--- src/rtl/data_mem_port.sv ---
// data_mem_port: MEM-stage load/store responder. Turns byte/half/word
// loads and stores into aligned word requests on a handshaked data bus,
// returns extended load data and stalls the pipeline while a request is open.
module data_mem_port #(
  parameter int ADDR_WIDTH = 32,
  parameter int MAX_WAIT   = 15
) (
  input  logic                  CLK,
  input  logic                  RESET,
  input  logic [3:0]            MAIN_MEM_READ,
  input  logic [2:0]            MAIN_MEM_WRITE,
  input  logic [ADDR_WIDTH-1:0] ADDRESS,
  input  logic [31:0]           WRITE_DATA,
  output logic [31:0]           READ_DATA,
  output logic                  BUSY,
  output logic                  ACCESS_FAULT,
  output logic                  MEM_REQ,
  output logic                  MEM_WE,
  output logic [ADDR_WIDTH-3:0] MEM_ADDR,
  output logic [31:0]           MEM_WDATA,
  output logic [3:0]            MEM_BYTE_EN,
  input  logic [31:0]           MEM_RDATA,
  input  logic                  MEM_ACK
);

  typedef enum logic [1:0] {ST_IDLE, ST_WAIT, ST_DONE} state_t;

  // Last counter value before the wait budget is exhausted.
  localparam logic [7:0] LAST_WAIT = 8'(MAX_WAIT - 1);

  state_t                state_reg, state_next;
  logic                  req_reg, req_next;
  logic                  we_reg, we_next;
  logic [ADDR_WIDTH-3:0] addr_reg, addr_next;
  logic [3:0]            be_reg, be_next;
  logic [31:0]           wdata_reg, wdata_next;
  logic [2:0]            ltype_reg, ltype_next;
  logic [1:0]            off_reg, off_next;
  logic [7:0]            cnt_reg, cnt_next;
  logic [31:0]           rdata_reg, rdata_next;
  logic                  fault_reg, fault_next;

  logic        store_en;
  logic        req;
  logic        store_legal;
  logic        load_legal;
  logic        legal;
  logic [3:0]  store_be;
  logic [31:0] store_wdata;
  logic [7:0]  sel_byte;
  logic [15:0] sel_half;
  logic [31:0] load_ext;

  // A store takes priority when both enables are raised together.
  assign store_en = MAIN_MEM_WRITE[2];
  assign req      = MAIN_MEM_WRITE[2] | MAIN_MEM_READ[3];

  // Encoding and alignment legality for the request on the inputs.
  always_comb begin
    store_legal = 1'b0;
    load_legal  = 1'b0;
    case (MAIN_MEM_WRITE[1:0])
      2'b00:   store_legal = 1'b1;
      2'b01:   store_legal = ~ADDRESS[0];
      2'b10:   store_legal = (ADDRESS[1:0] == 2'b00);
      default: store_legal = 1'b0;
    endcase
    case (MAIN_MEM_READ[2:0])
      3'b000, 3'b100: load_legal = 1'b1;
      3'b001, 3'b101: load_legal = ~ADDRESS[0];
      3'b010:         load_legal = (ADDRESS[1:0] == 2'b00);
      default:        load_legal = 1'b0;
    endcase
  end

  assign legal = store_en ? store_legal : load_legal;

  // Byte-lane enables for the store size and offset.
  always_comb begin
    case (MAIN_MEM_WRITE[1:0])
      2'b00:   store_be = 4'b0001 << ADDRESS[1:0];
      2'b01:   store_be = ADDRESS[1] ? 4'b1100 : 4'b0011;
      default: store_be = 4'b1111;
    endcase
  end

  // Replicate the low store bits across every lane so any enabled lane is right.
  for (genvar gi = 0; gi < 4; gi++) begin : g_lane
    assign store_wdata[gi*8 +: 8] =
      (MAIN_MEM_WRITE[1:0] == 2'b00) ? WRITE_DATA[7:0] :
      (MAIN_MEM_WRITE[1:0] == 2'b01) ? WRITE_DATA[(gi % 2)*8 +: 8] :
                                       WRITE_DATA[gi*8 +: 8];
  end

  assign sel_byte = MEM_RDATA[{off_reg, 3'b000} +: 8];
  assign sel_half = MEM_RDATA[{off_reg[1], 4'b0000} +: 16];

  // Extract and extend the addressed byte/half from the returned word.
  always_comb begin
    case (ltype_reg)
      3'b000:  load_ext = {{24{sel_byte[7]}}, sel_byte};
      3'b001:  load_ext = {{16{sel_half[15]}}, sel_half};
      3'b100:  load_ext = {24'h0, sel_byte};
      3'b101:  load_ext = {16'h0, sel_half};
      default: load_ext = MEM_RDATA;
    endcase
  end

  // Next-state and next-register logic of the request FSM.
  always_comb begin
    state_next = state_reg;
    req_next   = req_reg;
    we_next    = we_reg;
    addr_next  = addr_reg;
    be_next    = be_reg;
    wdata_next = wdata_reg;
    ltype_next = ltype_reg;
    off_next   = off_reg;
    cnt_next   = cnt_reg;
    rdata_next = rdata_reg;
    fault_next = 1'b0;
    case (state_reg)
      ST_IDLE: begin
        if (req) begin
          if (legal) begin
            state_next = ST_WAIT;
            req_next   = 1'b1;
            we_next    = store_en;
            addr_next  = ADDRESS[ADDR_WIDTH-1:2];
            be_next    = store_en ? store_be : 4'b1111;
            wdata_next = store_en ? store_wdata : 32'h0;
            ltype_next = MAIN_MEM_READ[2:0];
            off_next   = ADDRESS[1:0];
            cnt_next   = 8'h0;
          end else begin
            fault_next = 1'b1;
          end
        end
      end
      ST_WAIT: begin
        if (MEM_ACK) begin
          req_next   = 1'b0;
          state_next = ST_DONE;
          if (!we_reg) begin
            rdata_next = load_ext;
          end
        end else if (cnt_reg == LAST_WAIT) begin
          req_next   = 1'b0;
          fault_next = 1'b1;
          state_next = ST_DONE;
        end else begin
          cnt_next = cnt_reg + 8'h1;
        end
      end
      ST_DONE: state_next = ST_IDLE;
      default: state_next = ST_IDLE;
    endcase
  end

  // State and bus registers; reset abandons any open request.
  always_ff @(posedge CLK or negedge RESET) begin
    if (!RESET) begin
      state_reg <= ST_IDLE;
      req_reg   <= 1'b0;
      we_reg    <= 1'b0;
      addr_reg  <= '0;
      be_reg    <= 4'h0;
      wdata_reg <= 32'h0;
      ltype_reg <= 3'h0;
      off_reg   <= 2'h0;
      cnt_reg   <= 8'h0;
      rdata_reg <= 32'h0;
      fault_reg <= 1'b0;
    end else begin
      state_reg <= state_next;
      req_reg   <= req_next;
      we_reg    <= we_next;
      addr_reg  <= addr_next;
      be_reg    <= be_next;
      wdata_reg <= wdata_next;
      ltype_reg <= ltype_next;
      off_reg   <= off_next;
      cnt_reg   <= cnt_next;
      rdata_reg <= rdata_next;
      fault_reg <= fault_next;
    end
  end

  // Stall immediately when a legal request is accepted, and throughout WAIT.
  assign BUSY = (state_reg == ST_WAIT) |
                ((state_reg == ST_IDLE) & req & legal);

  assign READ_DATA    = rdata_reg;
  assign ACCESS_FAULT = fault_reg;
  assign MEM_REQ      = req_reg;
  assign MEM_WE       = we_reg;
  assign MEM_ADDR     = addr_reg;
  assign MEM_WDATA    = wdata_reg;
  assign MEM_BYTE_EN  = be_reg;

endmodule

--- config.mk ---
export PLATFORM = sky130hd
export DESIGN_NAME = data_mem_port
export DESIGN_NICKNAME = d
export VERILOG_FILES = /design/src/rtl/data_mem_port.sv
export SDC_FILE = /design/constraint.sdc
export NUM_CORES = 1
export LEC_CHECK = 0
export BUFFER_PORTS_ARGS = -buffer_cell sky130_fd_sc_hd__buf_2
export CORE_MARGIN = 3
export CORE_UTILIZATION = 45
export DETAILED_ROUTE_END_ITERATION = 16
export PLACE_DENSITY = 0.83
export SYNTH_ARGS = -nofsm -noshare
export SYNTH_HDL_FRONTEND = slang
export SYNTH_SLANG_ARGS = --single-unit
export TNS_END_PERCENT = 10
--- constraint.sdc ---
create_clock -name CLK -period 1.65 [get_ports CLK]
set_input_delay 0.2475 -clock CLK [delete_from_list [all_inputs] [get_ports CLK]]
set_output_delay 0.2475 -clock CLK [all_outputs]
set_load 0.1 [all_outputs]
* Yosys cells after proc, flatten, opt, wreduce, memory -nomap -nowiden *
Cells that the tools add are included.

storage, ports and cells
  bits in registers = 116
  word-level logic and storage cells = 83
  input port bits = 106
  output and inout port bits = 102

cells by class
  mux-type cells = 33
  shift-type cells = 3
  reductions and logical operators = 13
  equal/unequal tests = 16
  add/sub/neg operators = 1
  bitwise gates (word level) = 6

operators by type and width
  kind                   number
  $pmux W32 S4           1
  $mux W8                9
  $mux W32               1
  $shiftx A32 B6 Y16     1
  $shiftx A32 B6 Y8      1
  $pmux W8 S2            1
  $eq A3 B3 Y1 const B   4
  $mux W1                9
  $reduce_and A3 Y1      3
  $add A8 B1 Y8 const B  1
  $eq A8 B4 Y1 const B   1
  $mux W2                4
  $mux W4                2
  $ne A2 B2 Y1 const B   4
  $pmux W4 S2            1
  $eq A3 B1 Y1 const B   2
  $logic_not A2 Y1       3
  $logic_not A3 Y1       2
  $pmux W1 S3            2
  $reduce_and A5 Y1      1
  $eq A2 B1 Y1 const B   2
  $pmux W1 S2            2
  $pmux W2 S2            1
  $reduce_and A4 Y1      1
  other kinds (9)        13

* Logic depth before layout (Yosys ltp) *
Gate-level depths: netlist of the first run.

  word-level depth = 7
  depth in mapped cells = 7
  mapped depth without buffers = 6

* Worst setup path before layout of the first run *
OpenSTA, ideal clock, no wires.

  kind = input -> output
  start = input port ADDRESS[0]
  end = output port BUSY
  path slack = -0.533 ns
  data arrival time = 1.936 ns
  cell stages on the path = 6
  required time = 1.402 ns
  buffers on the path = 2
  cell sequence = buf_2 -> nor4_2 -> nor3_1 -> a211o_1 -> buf_2 -> nand2b_1

between the ends
  word-level cells in the longest chain between the ends = 5
  elaborated cells on any way between the ends = 7
  those cells by class = mux: 3; bitwise: 3; reduce/logical: 1

ends and longest elaborated chain
  element                                         RTL line  RTL
  start: declaration                              12        input logic [ADDR_WIDTH-1:0] ADDRESS,
  $logic_not A2 Y1 or $not A1 Y1 (tied branches)  n/a
  $pmux W1 S3 (on tied branches)                  68, 62
  $mux W1 *                                       76        assign legal = store_en ? store_legal : load_legal;
  $and A1 B1 Y1 *                                 191       ((state_reg == ST_IDLE) & req & legal);
  $or A1 B1 Y1 *                                  190       assign BUSY = (state_reg == ST_WAIT) |
  end: declaration                                15        output logic BUSY,

Mark *: on every way between the ends. The rest lies on a longest branch, timed or not.

* Worst setup path in the final report of the first run *
  start = register state_reg[0]
  end = output port BUSY

between the ends
  word-level cells in the longest chain between the ends = 4
  elaborated cells on any way between the ends = 5
  those cells by class = eq/ne: 1; bitwise: 3; reduce/logical: 1

ends and longest elaborated chain
  element                      RTL line  RTL
  start: declaration           31        state_t state_reg, state_next;
  start signal: assignment     175       state_reg <= state_next;
  $logic_not A2 Y1             191
  $and A1 B1 Y1 (2 in series)  191
  $or A1 B1 Y1 *               190

Marked as above.

==> impl_metrics.py, run 1 <==
metrics = {
    "critical_path": {
        "reg2reg_depth": 5,
        "rrSetupSlack_ps": -130,
        "regToRegStartpoint": "state_reg[1]",
        "crit_required_ps": 1400,
        "cp.buffers_inverters": 2,
        "path_delay_family": "flip-flops",
        "startpoint": "state_reg[0]",
        "crit_path_max_fanout": 5,
        "slowest_delay_ps": 420,
        "slowest_stage": "dfrtp_1",
        "crit_chain": "nor2_2 > o21ai_2 > a211o_1 > buf_6 > nand2b_4 > buf_12",
        "endpoint": "BUSY",
        "cp.depth": 6,
        "crit_type": "reg -> out",
        "startpoint_type": "flop",
        "crit_path_end_kind": "output port",
        "cp.arrival_ps": 1750,
        "r2r-end": "cnt_reg[7]",
    },
    "clock_tree": {
        "cts_buffer_depth": 2,
        "cts.htree.levels": 4,
        "cts_root_buffer": "clkbuf_16",
        "clkTransAtPathRegs_ps": 60,
        "cts_sinks": 116,
        "cts_buffers": 17,
        "worstSkewPairLatency_ps": 410,
        "cts_tree": "built",
    },
    "grt": {
        "antenna_found_initial": 0,
        "grt_usage_pct": 23.5,
        "grt_max_degree": 74,
        "grt-ovfl-total": 0,
        "grt_pass1_wl_um": 26400,
        "grt_pass1_vias": 5285,
    },
    "floorplan": {
        "initial_core_util_pct": 46.2,
        "die_w_um": 118,
        "rows": 40,
        "chipHeight_um": 118,
        "dieArea_um2": 13800,
        "io_pins": 208,
        "coreArea_um2": 12100,
    },
    "drt": {
        "vias": 5076,
        "drtAntennaViolNets": 0,
        "drtIter0Drc": 337,
        "wirelength_um": 15900,
        "drt_first_pass_iters": 6,
        "viasPerCell": 5.48,
        "drc_errors": 0,
        "wire_per_inst_um": 17.1,
    },
    "final_layout": {
        "area_growth_syn_to_layout_pct": 40.1,
        "fin_area_um2": 7840,
        "antenna_cells": 0,
        "nFillCells": 945,
        "drive_gt1_share_pct": 43.9,
        "nets": 853,
    },
    "placed_design": {
        "numPortBuffers": 207,
        "hpwl_um": 11500,
        "post_dp_cell_area_um2": 7110,
        "globalplace.congestion": 0.872,
    },
    "synthesis": {
        "synth.yosys.warnings": 0,
        "synth_top_area_share_pct": 51.8,
        "yosysTopAreaCell": "dfrtp_1",
        "netlist_instances": 506,
        "synth-seq-cells": 116,
        "ys.flop_type": "dfrtp_1",
        "ys_async_sr_fraction_pct": 100,
        "syn_avg_cell_area_um2": 11.1,
        "syn_area_um2": 5600,
        "syn_nets": 614,
        "ys_top_cells_by_area": "dfrtp_1, mux2_1, mux2i_1",
        "yosysSeqAreaShare_pct": 51.8,
        "yosysUniqueCellTypes": 52,
        "synth_edf_count": 0,
    },
    "sta": {
        "worst_slew_pin_slew_ps": 554,
        "tns_ps": -6440,
        "rsz0062_at_grt": "true",
        "hold_viol": 0,
        "finalCritPeriodShare_pct": 121,
        "final-setup-viol-count": 66,
        "finClkSkew_ps": 10.9,
        "clock.fmax_mhz": 501,
        "slew_headroom_pct": 62.8,
        "hold_slack_ps": 46.1,
        "maxSlewViolCount": 0,
        "setup_slack_ps": -347,
        "min_period_ps": 2000,
    },
    "status": {
        "violations": "negative setup slack",
        "outcome": "finished with violations",
    },
    "worst_hold_path": {
        "hp-class": "in -> reg",
    },
    "flow_run": {
        "cap_viol_max_count": 0,
    },
}
==> how the worst min path moves through the flow <==
stage | start | to | cells after the start
after global placement | RESET | MEM_ADDR[26] | 1
after floorplan | RESET | ACCESS_FAULT | 0
final | ADDRESS[27] | MEM_ADDR[25] | 2
after detailed placement | RESET | MEM_ADDR[26] | 1
after global routing | ADDRESS[28] | MEM_ADDR[26] | 2
after CTS | ADDRESS[28] | MEM_ADDR[26] | 2
==> layer usage <==
metal	vias to the layer above	wire [um]	GRT usage, %	part of all wire, %
met5	-	0	0	0
met2	274	7640	37.5	48
li1	2332	-	-	-
met4	0	426	10.5	2.7
met1	2435	6470	29.4	41
met3	35	1340	7.74	8.5
==> placed cells by master, fill, tap and decap left out, types with 4 or more instances in the layout <==
cell	count
a211o_1	8
a211oi_1	10
a211oi_2	5
a21oi_1	17
a22o_1	16
and3b_1	7
buf_12	6
buf_2	205
buf_4	42
clkbuf_1	4
clkbuf_16	17
clkinv_2	4
dfrtp_1	114
inv_1	9
mux2_1	35
mux2_2	8
mux2i_1	26
nand2_1	50
nand3_1	21
nand3_2	16
nor2_1	19
nor2b_1	4
nor3b_1	9
o21ai_0	18
o21ai_1	10
o2bb2ai_1	16
==> synthesized netlist by cell type, types with 3 or more instances <==
master     count
buf_4          3
nand3_2       10
o21ai_1       10
inv_1          9
and3b_1        7
nand3_1       27
o2bb2ai_1     16
clkbuf_1      20
a2bb2oi_1      3
buf_6          4
nand2_1       50
a22o_1        16
a211o_1        8
mux2_2         8
o21ai_0       19
nor2b_1        4
a31oi_1        3
mux2_1        35
nor3_1         4
o21a_1         3
nor3b_1        9
a211oi_1      15
buf_2          9
mux2i_1       26
a21oi_1       17
buf_1          3
nand2b_1       3
dfrtp_1      116
nor2_1        21
==> through the flow <==
step	utilization, %	setup WS, ps	cells
floorplan	-	-101	506
global placement	58.7	-161	889
detailed placement	58.7	-217	889
CTS	64.5	-303	926
global route	64.8	-404	926
finish	64.8	-347	926
==> kinds of logic after synthesis <==
| group | Yosys count | share of synthesized area (%) |
|---|---|---|
| AND/OR/NAND/NOR | 149 | 14.4 |
| adder cells (fa/ha/maj) | 2 | 0.447 |
| flip-flops | 116 | 51.8 |
| buffers and inverters | 48 | 4.16 |
| multiplexers | 70 | 13.7 |
| AO/OA/AOI/OAI | 121 | 15.5 |
==> cell type report <==
cell class                 count  area, um2  share of cell area [%]
multi-input combinational    342       2570                    32.8
timing repair buffer         259       1550                    19.7
sequential                   116       2910                    37.1
inverter                       9       33.8                   0.431
tap                          168        210                    2.68
clock inverter                 9        104                    1.32
clock buffer                  23        468                    5.97
==> repair_timing <==
action | CTS | global route
cloned | 1 | 0
setup endpoints to repair | 80 | 89
pin swaps | 1 | 0
setup buffers | 3 | 0
hold endpoints to repair | 116 | 0
resized for setup | 16 | 9
hold buffers | 1 | 0
Power of run 1 is not shown: default switching activity piles up to over one toggle a cycle in this logic, so the estimate is an artifact.
==> run 2: changes to the inputs <==
- CORE_UTILIZATION: 45 -> 40
- PLACE_DENSITY: 0.83 -> 0.76
==> run 2 against run 1 <==
  * First-iteration DRC count rose by 43%
  * Clock-buffer cell count fell by 1
  * Critical path depth fell by 1
  * The flow still finishes with violations (negative setup slack)
  * Via count fell by 1.0%
  * Worst setup slack improved by 160 ps
  * Routed wire length rose by 2.6%
  * Clock skew fell by 5.7 ps
  * Worst hold slack improved by 13 ps
  * Cell count rose by 1.8%
==> impl_metrics.py, run 2 (same netlist as run 1, synthesis figures left out) <==
metrics = {
    "status": {
        "outcome": "finished with violations",
        "violations": "negative setup slack",
    },
    "clock_tree": {
        "cts_buffers": 17,
        "cts_buffer_depth": 2,
        "clkTransAtPathRegs_ps": 50,
        "cts_tree": "built",
        "cts_sinks": 116,
        "cts_root_buffer": "clkbuf_16",
        "worstSkewPairLatency_ps": 410,
        "cts.htree.levels": 4,
    },
    "grt": {
        "grt_pass1_vias": 5252,
        "grt_usage_pct": 20.7,
        "grt-ovfl-total": 0,
        "grt_pass1_wl_um": 26400,
        "antenna_found_initial": 0,
        "grt_max_degree": 67,
    },
    "final_layout": {
        "area_growth_syn_to_layout_pct": 42.8,
        "fin_area_um2": 8000,
        "antenna_cells": 0,
        "layout_commonest_cell": "buf_2",
        "final_cell_mix": "buf_2, dfrtp_1, nand2_1, buf_4, mux2_1",
        "drive_gt1_share_pct": 45.5,
        "nets": 863,
    },
    "floorplan": {
        "initial_core_util_pct": 41.6,
        "chipHeight_um": 124,
        "rows": 42,
        "dieArea_um2": 15500,
        "die_w_um": 124,
        "coreArea_um2": 13500,
        "io_pins": 208,
    },
    "placed_design": {
        "numPortBuffers": 207,
        "hpwl_um": 11500,
        "post_dp_cell_area_um2": 7130,
        "globalplace.congestion": 0.826,
    },
    "sta": {
        "setup_slack_ps": -189,
        "min_period_ps": 1840,
        "finClkSkew_ps": 5.21,
        "worst_slew_pin_slew_ps": 652,
        "clock.fmax_mhz": 544,
        "rsz0062_at_grt": "true",
        "final-setup-viol-count": 44,
        "maxSlewViolCount": 0,
        "hold_viol": 0,
        "tns_ps": -1910,
        "slew_headroom_pct": 56.6,
        "finalCritPeriodShare_pct": 111,
    },
    "critical_path": {
        "crit_required_ps": 1400,
        "startpoint_type": "flop",
        "reg2reg_depth": 7,
        "slowest_stage": "dfrtp_1",
        "slowest_delay_ps": 380,
        "rrSetupSlack_ps": -130,
        "crit_path_end_kind": "output port",
        "crit_path_max_fanout": 2,
        "r2r-end": "cnt_reg[6]",
        "regToRegStartpoint": "state_reg[1]",
        "cp.arrival_ps": 1590,
        "crit_chain": "nor2_2 > o21ai_2 > a211o_2 > nand2b_4 > buf_12",
        "crit_type": "reg -> out",
    },
    "worst_hold_path": {
        "hold_path_startpoint": "ADDRESS[23]",
        "worstHoldPathCells": 2,
        "hp-class": "in -> reg",
        "min_to": "MEM_ADDR[21]",
    },
    "flow_run": {
        "cap_viol_max_count": 0,
    },
    "drt": {
        "route.met2.wl_um": 7970,
        "wirelength_um": 16300,
        "vias": 5024,
        "drtAntennaViolNets": 0,
        "viasPerCell": 5.33,
        "dr_wl_met3_um": 1060,
        "wire_per_inst_um": 17.3,
        "dr.max_layer_used": "met4",
        "drt_first_pass_iters": 6,
        "wirelength_met1_um": 7000,
        "drtIter0Drc": 482,
        "drc_errors": 0,
    },
}
==> run 2: cell count changes in the layout (fill, tap and decap cells not counted), moves of 2 or more <==
cell      delta
a211oi_2     -5
mux2_1       -2
mux2_4       +2
a21oi_2      +2
nor2b_2      +2
a21oi_1      -2
buf_4        +8
a211oi_1     +5
buf_6        +3
nor2b_1      -2
==> run 2: layout make-up <==
type	count	area (um2)
fill	1147	5460
sequential	116	2910
multi-input combinational	342	2620
timing repair buffer	269	1620
clock buffer	22	464
tap	176	220
clock inverter	9	130
inverter	9	33.8
==> run 2: worst max-delay path: cells and delay by family (launching register included) <==
kind                   cells  cell delay [ps]
AOI/OAI and AO/OA          2              390
DFF                        1              380
and+or+nand+nor            2              240
buffers and inverters      1              170
==> run 2: how the worst max path moves through the flow <==
stage               endpoint  cells past startpoint    startpoint  slack (ps)
2_1_floorplan  READ_DATA[21]                      7    off_reg[1]        -100
3_3_place_gp    ltype_reg[1]                      6    ADDRESS[1]        -190
3_5_place_dp    ltype_reg[1]                      7    ADDRESS[0]        -270
4_1_cts                 BUSY                      5  state_reg[1]        -250
5_1_grt                 BUSY                      5  state_reg[0]        -250
6_report                BUSY                      5  state_reg[0]        -190
==> run 2: what timing repair did <==
action,4_1_cts,5_1_grt
pin swaps,10,8
endpoints found under the hold margin,81,0
resized for setup,17,23
setup buffers,7,6
endpoints found under the setup margin,77,94
hold buffers,1,0
==> run 2: per-layer routing <==
| metal | GRT usage [%] | vias up |
|---|---|---|
| met2 | 33.7 | 201 |
| met5 | 0 | - |
| met3 | 5.96 | 18 |
| li1 | - | 2346 |
| met1 | 26.3 | 2459 |
| met4 | 7.61 | 0 |
==> run 2: per-stage QoR <==
stage | hold slack, ps | std cells | setup slack [ps] | utilization (%)
global placement | 273 | 899 | -189 | 53.0
global route | 51.7 | 943 | -246 | 59.4
finish | 58.7 | 943 | -189 | 59.4
CTS | 33.3 | 938 | -245 | 58.4
floorplan | -48.1 | 506 | -101 | -
detailed placement | 285 | 899 | -268 | 53.0
Power of run 2 is left out for the same reason.
==> run 3: changes to the inputs <==
- ABC_AREA: unset -> 1
- PLACE_DENSITY: 0.76 -> 0.75
==> run 3 against run 2 <==
  * The flow still finishes with violations (negative setup slack)
  * First-iteration DRC count decreased by 0.83%
  * Cell count increased by 19%
  * Non-clock buffer count decreased by 33
  * Via count increased by 14%
  * Routed wire length increased by 3.8%
  * Sequential share of layout area increased by 1.5 points
  * Die area increased by 1.2%
  * Final area decreased by 4.0%
  * Critical path type unchanged
==> impl_metrics.py, run 3 <==
metrics = {
    "placed_design": {
        "dp.cells": 1091,
        "hpwl_um": 12400,
        "numPortBuffers": 207,
        "post_dp_cell_area_um2": 7040,
        "globalplace.congestion": 0.908,
    },
    "final_layout": {
        "area_growth_syn_to_layout_pct": 35.3,
        "finalNonFillerCells": 1126,
        "antenna_cells": 0,
        "drive_gt1_share_pct": 30.1,
        "fin_util_pct": 56.6,
        "layout_commonest_cell": "nand2_1",
        "final_cell_mix": "nand2_1, buf_2, dfrtp_1, nor2_1, o21ai_0",
        "nets": 1045,
        "fin_area_um2": 7680,
    },
    "synthesis": {
        "ys_top_cells_by_area": "dfrtp_1, nand2_1, o21ai_0",
        "ys.flop_type": "dfrtp_1",
        "yosysSeqAreaShare_pct": 51.2,
        "netlist_instances": 723,
        "synth-seq-cells": 116,
        "synth.yosys.warnings": 0,
        "syn_nets": 831,
        "syn_avg_cell_area_um2": 7.84,
        "syn_area_um2": 5670,
        "yosysTopAreaCell": "dfrtp_1",
        "ys_async_sr_fraction_pct": 100,
        "synth.most_common_cell": "nand2_1",
        "synth_top_area_share_pct": 51.2,
        "synthTopCellsByCount": "nand2_1, dfrtp_1, nor2_1, o21ai_0, nand3_1",
        "synth_edf_count": 0,
        "yosysUniqueCellTypes": 29,
    },
    "floorplan": {
        "io_pins": 208,
        "dieArea_um2": 15600,
        "rows": 42,
        "chipHeight_um": 125,
        "die_w_um": 125,
        "coreArea_um2": 13600,
        "initial_core_util_pct": 41.8,
    },
    "worst_hold_path": {
        "hp-class": "in -> reg",
    },
    "sta": {
        "maxSlewViolCount": 0,
        "rsz0062_at_grt": "true",
        "setup_slack_ps": -5.91,
        "clock.fmax_mhz": 604,
        "hold_slack_ps": 61.4,
        "finClkSkew_ps": 10.4,
        "min_period_ps": 1660,
        "slew_headroom_pct": 65.7,
        "final-setup-viol-count": 1,
        "finalCritPeriodShare_pct": 100,
        "worst_slew_pin_slew_ps": 518,
        "hold_viol": 0,
    },
    "status": {
        "violations": "negative setup slack",
        "outcome": "finished with violations",
    },
    "critical_path": {
        "crit_path_max_fanout": 3,
        "crit_required_ps": 1400,
        "crit_type": "reg -> out",
        "crit_path_end_kind": "output port",
        "startpoint_type": "flop",
        "cp.arrival_ps": 1410,
    },
    "grt": {
        "antenna_found_initial": 0,
        "grt-ovfl-total": 0,
        "grt_pass1_wl_um": 27200,
        "grt_pass1_vias": 5372,
        "grt_usage_pct": 21.4,
        "grt_max_degree": 57,
    },
    "drt": {
        "wirelength_um": 16900,
        "drtAntennaViolNets": 0,
        "drc_errors": 0,
        "viasPerCell": 5.08,
        "drtIter0Drc": 478,
        "vias": 5717,
        "drt_first_pass_iters": 6,
        "wire_per_inst_um": 15.0,
    },
    "clock_tree": {
        "cts_buffers": 17,
        "clkTransAtPathRegs_ps": 50,
        "worstSkewPairLatency_ps": 410,
        "cts.htree.levels": 4,
        "cts_root_buffer": "clkbuf_16",
        "cts_sinks": 116,
        "cts_buffer_depth": 2,
        "cts_tree": "built",
    },
    "flow_run": {
        "cap_viol_max_count": 0,
    },
}
[run 3: cell count changes after synthesis, sizes merged, moves of 26 or more]
cell / change
nor2: +50
mux2i: -26
mux2: -43
inv: +41
o21ai: +59
nand2: +172
[run 3: routing by layer]
layer / track usage (%) / routed length [um] / up-vias
met2: 33.4 / 7980 / 264
met4: 6.44 / 245 / 0
met1: 28.9 / 7210 / 2650
met3: 6.70 / 1470 / 24
met5: 0 / 0 / -
li1: - / - / 2779
[run 3: final cells by class]
class,count,area (um2)
fill,1296,5880
sequential,116,2910
multi-input combinational,515,2390
timing repair buffer,236,1360
clock buffer,23,478
tap,176,220
inverter,51,191
clock inverter,9,128
[run 3: per-stage QoR]
| step | setup WS (ps) | setup TNS (ps) |
|---|---|---|
| after global placement | 194 | 0 |
| after floorplan | 8.16 | 0 |
| after detailed placement | 146 | 0 |
| after CTS | -26.0 | -26.0 |
| final | -5.91 | -5.91 |
| after global routing | -58.1 | -58.1 |
[run 3: kinds of logic (layout without fill, tap and decap cells)]
kind of cell / count (synthesis) / after routing / synth area share (%)
adders and majority gates: 2 / 2 / 0.441
and+or+nand+nor: 359 / 359 / 26.1
DFF: 116 / 116 / 51.2
AOI/OAI and AO/OA: 153 / 153 / 15.0
buffers and inverters: 92 / 319 / 7.10
xor gates and xnor gates: 1 / 1 / 0.154
[run 3: timing repair]
action                     in CTS  in global routing
gates cloned                    0                  0
setup buffers                   2                  0
hold buffers                    1                  0
pin swaps                       2                  0
gates resized for setup         2                  2
hold endpoints to repair       18                  0
setup endpoints to repair       1                  4
[run 3: path summary, 6_finish.rpt]
check | start | end | slack (ps) | cells after the start
worst max register to register | state_reg[1] | READ_DATA[30] | 140 | 7
min in group asynchronous | RESET | MEM_WDATA[29] | 290 | 2
worst min-delay path | ADDRESS[10] | MEM_ADDR[8] | 60 | 3
worst max-delay path | state_reg[1] | BUSY | -6 | 4
worst min register to register | MEM_ADDR[8] | MEM_ADDR[8] | 460 | 2
max in group asynchronous | RESET | MEM_ADDR[25] | 790 | 3
[run 3: critical path: stages, from the launching register on]
cell     delay [ps]
dfrtp_1         420
nor3_4          250
nand2_4          80
nand2_4          70
buf_12          170
Power of run 3 is left out for the same reason.
